===== src/rtl/seg_pkg.sv =====
// ---------------------------------------------------------------------------
// seg_pkg
// Shared definitions for the multiplexed seven-segment scanner:
//   scan_state_e : the two slot phases, GUARD (anodes off) and SHOW
//   SEG_OFF      : all eight segments dark (active-low)
//   DECODE_LUT   : hex nibble -> active-low gfedcba pattern, index = nibble
// ---------------------------------------------------------------------------
package seg_pkg;

  typedef enum logic {
    GUARD = 1'b0,
    SHOW  = 1'b1
  } scan_state_e;

  localparam logic [7:0] SEG_OFF = 8'hFF;

  // Entry 15 (F) is leftmost, entry 0 is rightmost.
  localparam logic [15:0][6:0] DECODE_LUT = {
    7'h0E, 7'h06, 7'h21, 7'h46,   // F E d C
    7'h03, 7'h08, 7'h10, 7'h00,   // b A 9 8
    7'h78, 7'h02, 7'h12, 7'h19,   // 7 6 5 4
    7'h30, 7'h24, 7'h79, 7'h40    // 3 2 1 0
  };

endpackage


===== src/rtl/seg7_decode.sv =====
// ---------------------------------------------------------------------------
// seg7_decode
// Combinational hex nibble to seven-segment decoder.
// Ports:
//   nib : in  [3:0] hex digit
//   seg : out [6:0] active-low gfedcba pattern
// ---------------------------------------------------------------------------
module seg7_decode
  import seg_pkg::*;
(
  input  logic [3:0] nib,
  output logic [6:0] seg
);

  assign seg = DECODE_LUT[nib];

endmodule


===== src/rtl/seg_scan_driver.sv =====
// ---------------------------------------------------------------------------
// seg_scan_driver
// N-digit time-multiplexed seven-segment scanner. A hex word with per-digit
// enables and decimal points is captured into a shadow register on load; the
// scanner walks the digits, one slot of CLK_HZ/SCAN_HZ clocks each, keeping
// all anodes off for the first GUARD_CYC clocks of every slot (anti-ghosting).
//
// Optional feature: define ZERO_BLANK_EN for leading-zero suppression
// (a digit above digit 0 goes dark when it and all higher nibbles are zero
// and its decimal point is off). The suppression mask is folded into the
// shadow enables at load time.
//
// Ports:
//   clk  : in  system clock
//   rst  : in  asynchronous reset, active-low
//   hex  : in  [4*DIGITS-1:0] nibble i feeds digit i (digit 0 rightmost)
//   en   : in  [DIGITS-1:0]   per-digit enable, 0 = dark
//   dp   : in  [DIGITS-1:0]   per-digit decimal point, 1 = lit
//   load : in  capture hex/en/dp into the shadow register
//   SEG  : out [7:0]          active-low segments, [7]=dp, [6:0]=gfedcba
//   AN   : out [DIGITS-1:0]   active-low anodes, at most one low
// ---------------------------------------------------------------------------
module seg_scan_driver
  import seg_pkg::*;
#(
  parameter int DIGITS    = 4,
  parameter int CLK_HZ    = 100_000_000,
  parameter int SCAN_HZ   = 1000,
  parameter int GUARD_CYC = 64
) (
  input  logic                  clk,
  input  logic                  rst,
  input  logic [4*DIGITS-1:0]   hex,
  input  logic [DIGITS-1:0]     en,
  input  logic [DIGITS-1:0]     dp,
  input  logic                  load,
  output logic [7:0]            SEG,
  output logic [DIGITS-1:0]     AN
);

  localparam int TICK  = CLK_HZ / SCAN_HZ;
  localparam int CNT_W = (TICK > 1) ? $clog2(TICK) : 1;
  localparam int IDX_W = (DIGITS > 1) ? $clog2(DIGITS) : 1;

  localparam logic [CNT_W-1:0] CNT_LAST   = CNT_W'(TICK - 1);
  localparam logic [CNT_W-1:0] GUARD_LAST = CNT_W'(GUARD_CYC - 1);
  localparam logic [IDX_W-1:0] IDX_LAST   = IDX_W'(DIGITS - 1);

  logic [DIGITS-1:0][3:0] shadow_hex_p0;
  logic [DIGITS-1:0]      shadow_en_p0;
  logic [DIGITS-1:0]      shadow_dp_p0;
  logic [DIGITS-1:0]      en_eff;

  logic [CNT_W-1:0]       cnt_p0;
  logic [IDX_W-1:0]       idx_p0;
  scan_state_e            state_p0;

  logic [3:0]             cur_nib;
  logic [6:0]             cur_seg;
  logic                   cur_lit;

  logic [7:0]             seg_p1;
  logic [DIGITS-1:0]      an_p1;

`ifdef ZERO_BLANK_EN
  // Marks digits 1..DIGITS-1 that are leading zeros without a decimal point.
  function automatic logic [DIGITS-1:0] lead_zero_mask(
    input logic [4*DIGITS-1:0] h,
    input logic [DIGITS-1:0]   d
  );
    logic [DIGITS-1:0] m;
    logic              higher_zero;
    m           = '0;
    higher_zero = 1'b1;
    for (int i = DIGITS - 1; i >= 1; i--) begin
      if (higher_zero && (h[4*i +: 4] == 4'h0) && !d[i])
        m[i] = 1'b1;
      higher_zero = higher_zero && (h[4*i +: 4] == 4'h0);
    end
    return m;
  endfunction

  assign en_eff = en & ~lead_zero_mask(hex, dp);
`else
  assign en_eff = en;
`endif

  // ---- stage p0: shadow register, prescaler, digit index, slot phase ----
  always_ff @(posedge clk or negedge rst) begin
    if (!rst) begin
      shadow_hex_p0 <= '0;
      shadow_en_p0  <= '0;
      shadow_dp_p0  <= '0;
    end else if (load) begin
      shadow_hex_p0 <= hex;
      shadow_en_p0  <= en_eff;
      shadow_dp_p0  <= dp;
    end
  end

  always_ff @(posedge clk or negedge rst) begin
    if (!rst) begin
      cnt_p0   <= '0;
      idx_p0   <= '0;
      state_p0 <= GUARD;
    end else if (cnt_p0 == CNT_LAST) begin
      cnt_p0   <= '0;
      idx_p0   <= (idx_p0 == IDX_LAST) ? '0 : idx_p0 + 1'b1;
      state_p0 <= GUARD;
    end else begin
      cnt_p0   <= cnt_p0 + 1'b1;
      // The phase tracks the count it is about to take.
      state_p0 <= (cnt_p0 >= GUARD_LAST) ? SHOW : GUARD;
    end
  end

  assign cur_nib = shadow_hex_p0[idx_p0];
  assign cur_lit = (state_p0 == SHOW) && shadow_en_p0[idx_p0];

  seg7_decode u_decode (
    .nib (cur_nib),
    .seg (cur_seg)
  );

  // ---- stage p1: registered segment and anode drive ----
  always_ff @(posedge clk or negedge rst) begin
    if (!rst) begin
      seg_p1 <= SEG_OFF;
      an_p1  <= '1;
    end else if (cur_lit) begin
      seg_p1 <= {~shadow_dp_p0[idx_p0], cur_seg};
      an_p1  <= ~(DIGITS'(1) << idx_p0);
    end else begin
      seg_p1 <= SEG_OFF;
      an_p1  <= '1;
    end
  end

  assign SEG = seg_p1;
  assign AN  = an_p1;

endmodule


===== config.mk =====
export PLATFORM = sky130hd
export DESIGN_NAME = seg_scan_driver
export DESIGN_NICKNAME = d
export VERILOG_FILES = /design/src/rtl/seg_pkg.sv /design/src/rtl/seg7_decode.sv /design/src/rtl/seg_scan_driver.sv
export SDC_FILE = /design/constraint.sdc
export NUM_CORES = 1
export LEC_CHECK = 0
export CORE_UTILIZATION = 58
export CTS_CLUSTER_SIZE = 20
export DETAILED_ROUTE_END_ITERATION = 10
export PLACE_DENSITY_LB_ADDON = 0.08
export REMOVE_ABC_BUFFERS = 1
export SKIP_CTS_REPAIR_TIMING = 1
export SLEW_MARGIN = 20
export SYNTH_ARGS = -nofsm -noshare
export SYNTH_HDL_FRONTEND = slang
export SYNTH_HIERARCHICAL = 1
export SYNTH_SLANG_ARGS = --single-unit

===== constraint.sdc =====
create_clock -name clk -period 7.18 [get_ports clk]
set_input_delay 1.436 -clock clk [delete_from_list [all_inputs] [get_ports clk]]
set_output_delay 1.436 -clock clk [all_outputs]
set_load 0.01 [all_outputs]

======== Yosys cells after proc, flatten, opt, wreduce, memory -nomap -nowiden ========
Memories as Yosys holds them, arrays and structs flattened.
Index checks and enable logic that the tools add are counted.
storage, ports and cells
  register bits ........................... 56
  bits in read-only memories .............. 112
  input port bits ......................... 27
  output and inout bits ................... 12
  memories ................................ 1
cells by class
  add/subtract/negate cells ............... 2
  order comparisons ....................... 3
  equal/unequal tests ..................... 2
  shift-type cells ........................ 1
  multiplexer cells ....................... 13
  bitwise operators ....................... 2
  reductions and logical operators ........ 1
memories
  memory            depth  bits a word  read ports  clocked after Yosys merged registers in  wr ports  RTL line           text
  (name not given)  16     7            1           0                                        0         seg7_decode.sv:15  assign seg = DECODE_LUT[nib];
operators with widths
  cell                                                                number
  adder 17 x 1 -> 17 bit, second input constant                       1
  == test 17 bit, second input constant                               1
  greater-or-equal comparator 17 x 6 -> 1 bit, second input constant  1
  2-to-1 mux 17 bit                                                   1
  binary-select mux 4 bit (select 2 bit)                              1
  2-to-1 mux 4 bit                                                    2
  2-to-1 mux 8 bit                                                    1
  2-to-1 mux 7 bit                                                    1
  less-than comparator 4 x 5 -> 1 bit, second input constant          1
  binary-select mux 1 bit (select 2 bit)                              2
  2-to-1 mux 1 bit                                                    4
  inverter 4 bit                                                      1
  << shifter 1 x 2 -> 4 bit, first input constant                     1
  less-than comparator 2 x 3 -> 1 bit, second input constant          1
  adder 2 x 1 -> 2 bit, second input constant                         1
  == test 2 bit, second input constant                                1
  2-to-1 mux 2 bit                                                    1
  logical AND 1 bit                                                   1
  inverter 1 bit                                                      1

======== Logic depth before layout (Yosys ltp) ========
Gate-level depths: netlist of the first run.
  word-level depth ........................ 5
  depth in mapped cells ................... 8
  gate-level depth less buffers ........... 7

======== Modules after synthesis ========
Netlist of the first run, hierarchy kept.
modules (own cells, without submodules)
  module           instances  cells an instance  area each (um^2)
  seg_scan_driver  1          182                2422.3
  seg7_decode      1          32                 275.3

======== Least setup slack after synthesis of the first run ========
No wires, ideal clock.
  path kind ............................... input-to-reg
  start point ............................. input port load
  end point ............................... register shadow_dp_p0[0]
  library setup time ...................... 0.125 ns
  arrival ................................. 2.354 ns
  required time ........................... 7.055 ns
  path slack .............................. 4.701 ns
  stages .................................. 3
  buffers on the path ..................... 2
  cell sequence ........................... clkbuf_1 -> clkbuf_1 -> mux2_2
RTL lines
  what                  RTL line               text
  from (decl)           seg_scan_driver.sv:36  input logic load,
  to (signal assigned)  seg_scan_driver.sv:97  shadow_dp_p0 <= dp;
  to (decl)             seg_scan_driver.sv:51  logic [DIGITS-1:0] shadow_dp_p0;
No word-level cell between the ends.

======== Worst setup path after layout of the first run ========
  start point ............................. input port load
  end point ............................... register shadow_hex_p0[3] (netlist name)
RTL lines
  what                  RTL line               text
  to (signal assigned)  seg_scan_driver.sv:91  shadow_hex_p0 <= '0;
  to (signal assigned)  seg_scan_driver.sv:95  shadow_hex_p0 <= hex;
  to (decl)             seg_scan_driver.sv:49  logic [DIGITS-1:0][3:0] shadow_hex_p0;
No word-level cell between the ends.

==> results_dict.tcl, run 1 <==
set metrics [dict create \
    start_util 0.611 \
    num-fill-cells 315 \
    clkSlewWorstSetupHoldPaths_ns 0.09 \
    worst_hold_startpoint "shadow_en_p0[2]" \
    clock_tree.root_cell "sky130_fd_sc_hd__clkbuf_8" \
    syn_avg_cell_area_um2 12.6 \
    yosys_warnings 6 \
    power.static_leakage_nw 1.37 \
    maxCapViolations 0 \
    critical-path-top-delay-family "buffers and inverters" \
    critical_path_type "in -> reg" \
    initialDrtViolationCount 111 \
    final-hold-violation-count 0 \
    critical_path.slowest_cell "sky130_fd_sc_hd__clkdlybuf4s50_1" \
    yosysUniqueCellTypes 36 \
    first_global_vias 1651 \
    ant_cells 0 \
    flow.area_growth_from_synthesis_pct 19.2 \
    numClockSinks 56 \
    synth.yosys.seq_area_share 0.525 \
    wire_length_reported_by_the_detailed_router_um 4370 \
    most-common-layout-cells "44 x sky130_fd_sc_hd__dfrtp_1, 37 x sky130_fd_sc_hd__clkdlybuf4s50_1, 27 x sky130_fd_sc_hd__mux2_2" \
    grt_first_pass_wirelength_um 7820 \
    number_of_clock_buffers_inserted_by_tritoncts 5 \
    startpoint "load" \
    post-synth-top-area-cell "sky130_fd_sc_hd__dfrtp_1" \
    post_synth_main_area_contributors "sky130_fd_sc_hd__dfrtp_1 41%, sky130_fd_sc_hd__dfstp_2 12%, sky130_fd_sc_hd__mux2_2 11%" \
    finalClockSkew_ns 0.0104 \
    grt_max_degree 57 \
    share_of_cells_above_drive_strength_1 0.241 \
    worstHoldPathType "reg -> reg" \
    wl_per_cell_um 14.3 \
    max-vdd-ir-drop_mv 0.130 \
    design.final.nets 291 \
    post_dp_cell_area_um2 3110 \
    grt_util_all_layers 0.205 \
    worst_slew_margin_rel 0.308 \
    avgViaCountPerCell 5.49 \
    worstMarginPinSlew_ns 1.03 \
    die_area_um2 4930 \
    rsz_0062_raised_after_global_routing "no" \
    cts_max_level 2 \
    synth.top_cell.area_share 0.408 \
    grt-ovfl-total 0 \
    core_um2 4410 \
    power_density_nw_per_um2 188 \
    critPathBufInv 1 \
    die_h_um 70.2 \
    rows 24 \
    final_max_slew_viol_count 0 \
    period_needed_ns 2.82 \
    max_freq_ghz 0.354 \
    worst_path_largest_cell_delay_ns 1.15 \
    syn_area_um2 2700 \
    most_common_library_cell_in_the_layout_ignoring_fill_and_taps "sky130_fd_sc_hd__dfrtp_1" \
    crit_chain "clkdlybuf4s50_1 -> mux2_2" \
    layout_worst_path_cycle_share 0.393 \
    clk-insertion-delay-late_ns 0.30 \
    timing.critical_path.arrival_ns 3.02 \
    place_worst_setup_slack_ns 4.02 \
    detail-route-antenna-nets 0 \
    fp.dieW_um 70.2 \
    sort_of_element_at_the_end_of_the_critical_path "register" \
    port-buffer-count 38 \
    synthesis.instances 214 \
    status "completed" \
    timing.final.ws_setup_ns 4.36 \
    setup_tns_ns 0 \
    finish.instance_area_um2 3210 \
    ctsLongestPathBuffers 2 \
    dp_hpwl_um 3110 \
    setup_viol_count_final 0 \
    routabilityCongestion 0.824 \
    drtPass1Iterations 4 \
    number_of_top_level_pins 39 \
    cts_tree "yes" \
    vias 1673 \
    number_of_antenna_violations_at_the_first_check_in_global_routing 0 \
    critPathMaxFanout 24 \
    drc 0 \
    synth-seq-cells 56 \
    r2r_start "idx_p0[0]" \
    critical_path_required_ns 7.38 \
    reg2reg_setup_slack_ns 4.63 \
    worst_setup_path_start_kind "input port" \
]
==> worst register-to-register path: stages (launching register included) <==
cell,delay [ns]
sky130_fd_sc_hd__dfrtp_1,0.70
sky130_fd_sc_hd__mux4_2,0.64
sky130_fd_sc_hd__inv_1,0.17
sky130_fd_sc_hd__ha_1,0.20
sky130_fd_sc_hd__and2b_2,0.22
sky130_fd_sc_hd__or3b_1,0.36
sky130_fd_sc_hd__o21ai_0,0.06
sky130_fd_sc_hd__nand2b_1,0.13
==> layer usage <==
metal / vias to the layer above / GRT usage / wire (um)
met5: - / 0 / 0
met4: 0 / 0.0533 / 46
met3: 5 / 0.0519 / 131
met2: 39 / 0.326 / 2130
met1: 808 / 0.283 / 2060
li1: 821 / - / -
==> final cells by class <==
type                    instances  area (um2)  area share
clock buffers                   6        72.6      0.0226
clock inverters                 2        35.0      0.0109
inverters                       8        30.0     0.00934
multi-input cells             141        1200       0.375
flip-flops and latches         56        1420       0.441
well taps                      52        65.1      0.0202
repair buffers                 40         390       0.121
==> sequential cells by signal, summed over array words and instances (netlist names) <==
register and count:
shadow_en_p0 4, shadow_dp_p0 4, AN 4, state_p0 1, shadow_hex_p0 16, SEG 8
cnt_p0 17, idx_p0 2
==> synth_stat cells <==
library cell / count
sky130_fd_sc_hd__dfrtp_1: 44
sky130_fd_sc_hd__or2_4: 1
sky130_fd_sc_hd__or4_4: 1
sky130_fd_sc_hd__a21oi_2: 1
sky130_fd_sc_hd__clkbuf_1: 4
sky130_fd_sc_hd__o31ai_1: 1
sky130_fd_sc_hd__mux4_1: 1
sky130_fd_sc_hd__buf_6: 1
sky130_fd_sc_hd__ha_1: 12
sky130_fd_sc_hd__nor2_1: 18
sky130_fd_sc_hd__nor3_1: 5
sky130_fd_sc_hd__nand2_1: 13
sky130_fd_sc_hd__and2_1: 1
sky130_fd_sc_hd__mux2_2: 27
sky130_fd_sc_hd__nor4_2: 1
sky130_fd_sc_hd__xnor2_1: 9
sky130_fd_sc_hd__mux4_2: 6
sky130_fd_sc_hd__nand2b_1: 7
sky130_fd_sc_hd__nand4_1: 5
sky130_fd_sc_hd__buf_2: 4
sky130_fd_sc_hd__nand4_2: 1
sky130_fd_sc_hd__and2b_2: 1
sky130_fd_sc_hd__or3b_1: 1
sky130_fd_sc_hd__a21oi_1: 2
sky130_fd_sc_hd__inv_1: 8
sky130_fd_sc_hd__a22o_1: 2
sky130_fd_sc_hd__mux2i_1: 4
sky130_fd_sc_hd__and4_1: 1
sky130_fd_sc_hd__dfstp_2: 12
sky130_fd_sc_hd__o21ai_0: 3
sky130_fd_sc_hd__nor4_1: 4
sky130_fd_sc_hd__a32o_1: 1
sky130_fd_sc_hd__nor2b_1: 1
sky130_fd_sc_hd__nand3_1: 5
sky130_fd_sc_hd__xor2_1: 5
sky130_fd_sc_hd__or4_1: 1
==> logic make-up after synthesis <==
group | share of synthesized area
multiplexers | 0.187
buffers and inverters | 0.0283
AND/OR/NAND/NOR | 0.133
adder cells (fa/ha/maj) | 0.0557
AO/OA/AOI/OAI | 0.0255
flip-flops | 0.525
XOR/XNOR | 0.0455
==> path summary, 6_finish.rpt <==
kind | cells past startpoint | end
worst max register to register | 7 | SEG[0]
worst min-delay path | 1 | shadow_en_p0[2]
worst min register to register | 1 | shadow_en_p0[2]
max in group asynchronous | 2 | cnt_p0[2]
worst max-delay path | 2 | shadow_hex_p0[3]
min in group asynchronous | 2 | cnt_p0[12]
==> metrics by stage <==
step                hold WS, ns  instances  utilization  power, W
floorplan                 0.464        205            -  0.000381
global placement          0.485        297        0.704  0.000409
detailed placement        0.490        297        0.704  0.000412
CTS                       0.512        305        0.728  0.000611
global route              0.522        305        0.728  0.000634
finish                    0.508        305        0.728  0.000604
==> report_power, final <==
group          switching [W]  leakage (nW)  internal, W
Sequential        0.00000622         0.672     0.000329
Combinational      0.0000282         0.645    0.0000419
Clock              0.0000953        0.0552     0.000104
No activity file was read; power rests on OpenSTA's default activity.
==> run 2, diff against run 1 <==
--- a/config.mk
+++ b/config.mk
@@ -5,7 +5,7 @@
 export SDC_FILE = /design/constraint.sdc
 export NUM_CORES = 1
 export LEC_CHECK = 0
-export CORE_UTILIZATION = 58
+export CORE_UTILIZATION = 54
 export CTS_CLUSTER_SIZE = 20
 export DETAILED_ROUTE_END_ITERATION = 10
 export PLACE_DENSITY_LB_ADDON = 0.08
==> constraint.sdc (replaced) <==
create_clock -name clk -period 2.7 [get_ports clk]
set_input_delay 0.54 -clock clk [delete_from_list [all_inputs] [get_ports clk]]
set_output_delay 0.54 -clock clk [all_outputs]
set_load 0.01 [all_outputs]
==> run 2 against run 1 <==
  * Design area is 1.9% higher
  * Register-to-register slack worse by 4.2 ns
  * Clock power grew to 2.9 times the previous value
  * Combinational power grew to 2.7 times the previous value
  * Global-route usage is 0.72 points lower
  * Sequential power grew to 2.7 times the previous value
  * Highest routed layer unchanged
  * Critical endpoint is now SEG[0]
  * Hold slack worse by 0.28 ns
  * Routed wire length is 0.57% lower
  * Flip-flop and latch count stayed put
  * Core utilization is 3.9 points lower
  * Die area is 7.2% higher
==> results_dict.tcl, run 2 (same netlist as run 1, synthesis figures left out) <==
set metrics [dict create \
    status "completed" \
    core_um2 4750 \
    fp.dieW_um 72.7 \
    number_of_antenna_violations_at_the_first_check_in_global_routing 0 \
    setup_viol_count_final 0 \
    worstHoldPathType "in -> async" \
    rsz_0062_raised_after_global_routing "no" \
    worst_setup_path_start_kind "register" \
    share_of_cells_above_drive_strength_1 0.254 \
    period_needed_ns 2.23 \
    grt_first_pass_wirelength_um 7820 \
    setup_tns_ns 0 \
    avgViaCountPerCell 5.17 \
    critical_path_required_ns 2.94 \
    multiInputGateArea_um2 1200 \
    sort_of_element_at_the_end_of_the_critical_path "register" \
    rows 25 \
    drtPass1Iterations 4 \
    timing.final.ws_setup_ns 0.474 \
    cts_max_level 2 \
    largest_reg_flops 17 \
    design.final.nets 294 \
    numClockSinks 56 \
    grt_max_degree 32 \
    most-common-layout-cells "44 x sky130_fd_sc_hd__dfrtp_1, 37 x sky130_fd_sc_hd__clkdlybuf4s50_1, 27 x sky130_fd_sc_hd__mux2_2" \
    post_dp_cell_area_um2 3150 \
    ctsLongestPathBuffers 2 \
    number_of_top_level_pins 39 \
    routabilityCongestion 0.880 \
    detail-route-antenna-nets 0 \
    grt_util_all_layers 0.198 \
    number_of_clock_buffers_inserted_by_tritoncts 5 \
    numPlacedInstances 315 \
    max-vdd-ir-drop_mv 0.317 \
    final_power_w 0.00167 \
    die_area_um2 5280 \
    clk-insertion-delay-late_ns 0.30 \
    port-buffer-count 38 \
    power_density_nw_per_um2 509 \
    wl_per_cell_um 13.4 \
    max_freq_ghz 0.449 \
    timing.critical_path.arrival_ns 2.47 \
    clock_tree.root_cell "sky130_fd_sc_hd__clkbuf_8" \
    first_global_vias 1709 \
    initialDrtViolationCount 124 \
    power.static_leakage_nw 1.40 \
    die_h_um 72.7 \
    layout_worst_path_cycle_share 0.825 \
    critPathMaxFanout 10 \
    drc 0 \
    maxCapViolations 0 \
    place_worst_setup_slack_ns 0.477 \
    grt-ovfl-total 0 \
    flow.area_growth_from_synthesis_pct 21.4 \
    worstMarginPinSlew_ns 0.554 \
    finish.instance_area_um2 3270 \
    worst_slew_margin_rel 0.627 \
    critical_path_type "reg -> reg" \
    largest-register "cnt_p0" \
    start_util 0.567 \
    regArea_um2 1420 \
    ant_cells 0 \
    final_cell_count_no_fill 323 \
    clkSlewWorstSetupHoldPaths_ns 0.09 \
    final-hold-violation-count 0 \
    final_max_slew_viol_count 0 \
    cts_tree "yes" \
    finalClockSkew_ns 0.00403 \
    most_common_library_cell_in_the_layout_ignoring_fill_and_taps "sky130_fd_sc_hd__dfrtp_1" \
    num-fill-cells 358 \
    wire_length_reported_by_the_detailed_router_um 4340 \
    vias 1671 \
    dp_hpwl_um 3200 \
]
## run 2: area by class of cell
class / instances / share of cell area
Clock inverter: 1 / 0.00917
Sequential cell: 56 / 0.433
Clock buffer: 7 / 0.0294
Timing Repair Buffer: 43 / 0.126
Inverter: 8 / 0.00917
Tap cell: 67 / 0.0256
Multi-Input combinational cell: 141 / 0.368
## run 2: worst paths after layout
check | cells after the start | slack [ns] | endpoint | from
worst max-delay path | 7 | 0.47 | SEG[0] | idx_p0[1]
worst min-delay path | 2 | 0.23 | shadow_hex_p0[7] | rst
worst max register to register | 7 | 0.47 | SEG[0] | idx_p0[1]
worst min register to register | 1 | 0.51 | shadow_hex_p0[15] | shadow_hex_p0[15]
max in group asynchronous | 2 | 2.14 | AN[0] | rst
min in group clk | 1 | 0.51 | shadow_hex_p0[15] | shadow_hex_p0[15]
## run 2: critical path, stage by stage (launching register included)
cell and delay, ns:
sky130_fd_sc_hd__dfrtp_1 0.58, sky130_fd_sc_hd__mux4_2 0.43, sky130_fd_sc_hd__inv_1 0.17, sky130_fd_sc_hd__ha_1 0.21, sky130_fd_sc_hd__and2b_2 0.23, sky130_fd_sc_hd__or3b_1 0.36
sky130_fd_sc_hd__o21ai_0 0.07, sky130_fd_sc_hd__nand2b_1 0.12
## run 2: per-stage QoR
| stage | utilization | hold WS (ns) |
|---|---|---|
| global placement | 0.662 | 0.487 |
| finish | 0.689 | 0.226 |
| floorplan | - | 0.244 |
| CTS | 0.689 | 0.223 |
| detailed placement | 0.662 | 0.493 |
| global route | 0.689 | 0.242 |
## run 2: metal layers
metal	share of wire	vias up	GRT usage	wire, um
met3	0.034	6	0.0401	148
li1	-	827	-	-
met5	0	-	0	0
met2	0.45	39	0.297	1960
met1	0.49	799	0.275	2140
met4	0.021	0	0.0980	92
## run 2: where the power goes
part	switching, W	internal, W	leakage [nW]
Sequential	0.0000190	0.000875	0.672
Combinational	0.0000745	0.000113	0.660
Clock	0.000257	0.000327	0.0645
Total	0.000351	0.00132	1.40
==> variant: new RTL, settings of run 2 <==
Add an input register stage for `load`, with the module's reset; this delays it by one clock. The other inputs are not delayed to match.
--- a/src/rtl/seg_scan_driver.sv
+++ b/src/rtl/seg_scan_driver.sv
@@ -46,6 +46,16 @@
   localparam logic [CNT_W-1:0] GUARD_LAST = CNT_W'(GUARD_CYC - 1);
   localparam logic [IDX_W-1:0] IDX_LAST   = IDX_W'(DIGITS - 1);
 
+  logic load_q;
+
+  always_ff @(posedge clk or negedge rst) begin
+    if (!rst) begin
+      load_q <= '0;
+    end else begin
+      load_q <= load;
+    end
+  end
+
   logic [DIGITS-1:0][3:0] shadow_hex_p0;
   logic [DIGITS-1:0]      shadow_en_p0;
   logic [DIGITS-1:0]      shadow_dp_p0;
@@ -91,7 +101,7 @@
       shadow_hex_p0 <= '0;
       shadow_en_p0  <= '0;
       shadow_dp_p0  <= '0;
-    end else if (load) begin
+    end else if (load_q) begin
       shadow_hex_p0 <= hex;
       shadow_en_p0  <= en_eff;
       shadow_dp_p0  <= dp;
Check against the original RTL: no difference found for any inputs over 10 cycles, from zero or initial values and one cycle with rst low; that may be too few to reach the edited logic, so the function may still have changed.
==> variant against run 2 <==
Routed wire length grew 7.0%; cell area rose by 3.1%; sequential share of layout area decreased by 0.56 points; power is 12% higher; combinational power is 3% lower; setup slack improved by 0.0043 ns; area after synthesis rose by 1.1%; critical path depth stayed put; sequential cell count is 1 higher.
==> variant: results (changes against run 2) <==
\begin{tabular}{lr}
\hline
Metric & Value \\
\hline
\multicolumn{2}{l}{\textbf{Outcome}} \\
\quad Run status & finished, final reports clean \\
\multicolumn{2}{l}{\textbf{Route}} \\
\quad Initial detailed-routing violation count & 85 (-31\%) \\
\quad Via Count & 1,724 (+3.2\%) \\
\quad Routed wl met2 & 2200 um (+12\%) \\
\multicolumn{2}{l}{\textbf{Logic synthesis}} \\
\quad Sequential area share after synthesis & 52.9\% (+0.36 points) \\
\quad Compound-cell area share of the yosys netlist & 2.62\% (+0.065 points) \\
\quad Post-synthesis adder-cell area fraction & 5.51\% (-0.059 points) \\
\quad Mapped Avg Cell Area & 12.8 um2 (+1.5\%) \\
\quad Synth cell types & 39 (+8.3\%) \\
\quad Mux contribution to synthesized area & 18.5\% (-0.20 points) \\
\quad Most numerous cell types in the synthesized netlist & sky130\_fd\_sc\_hd\_\_dfrtp\_1, sky130\_fd\_sc\_hd\_\_mux2\_2, sky130\_fd\_sc\_hd\_\_nor2\_1 \\
\multicolumn{2}{l}{\textbf{Global route}} \\
\quad All-Layer GR Usage & 20.5\% (+0.76 points) \\
\quad Maximum number of pins on one net before global-route repair & 58 (+81\%) \\
\multicolumn{2}{l}{\textbf{Power}} \\
\quad Net switching share of the total power & 22.8\% (+1.7 points) \\
\quad Static leakage & 1.42 nW (+1.5\%) \\
\quad Peak supply drop & 0.344 mV (+8.6\%) \\
\multicolumn{2}{l}{\textbf{Finish}} \\
\quad Clock buf/inv share & 5.71\% (+1.8 points) \\
\quad Area growth syn-to-layout & 23.8\% \\
\multicolumn{2}{l}{\textbf{Worst setup path}} \\
\quad Max FO, Critical Path & 5 (-5) \\
\quad Worst Path Arrival & 2.49 ns (+0.02 ns) \\
\multicolumn{2}{l}{\textbf{Floorplanning}} \\
\quad Core Box Area & 4790 um2 (+0.66\%) \\
\multicolumn{2}{l}{\textbf{Placement}} \\
\quad Pre-CTS worst setup slack & 0.505 ns (+0.0281 ns) \\
\quad HPWL after detailed placement & 3190 um (-0.36\%) \\
\multicolumn{2}{l}{\textbf{STA}} \\
\quad Worst slew margin relative to its limit & 36.0\% (-27 points) \\
\quad Final Cycle Share & 82.3\% (-0.16 points) \\
\multicolumn{2}{l}{\textbf{Clocking}} \\
\quad Clock network latency to the later pin of the worst-skew pair & 0.33 ns (+0.03 ns) \\
\hline
\end{tabular}
variant: worst min path at each step:
stage | start | to | slack, ns
after CTS | rst | cnt_p0[16] | 0.20
after global placement | cnt_p0[0] | cnt_p0[0] | 0.49
final | rst | cnt_p0[16] | 0.20
after floorplan | rst | cnt_p0[0] | 0.24
after global routing | rst | cnt_p0[11] | 0.21
after detailed placement | shadow_hex_p0[10] | shadow_hex_p0[10] | 0.49
variant: power groups by stage:
stage / sequential (W) / combinational, W / clock, W
5_1_grt: 0.000923 / 0.000201 / 0.000816
2_1_floorplan: 0.000923 / 0.000110 / 0
6_report: 0.000918 / 0.000182 / 0.000760
4_1_cts: 0.000918 / 0.000184 / 0.000781
3_5_place_dp: 0.000933 / 0.000183 / 0
3_3_place_gp: 0.000934 / 0.000178 / 0
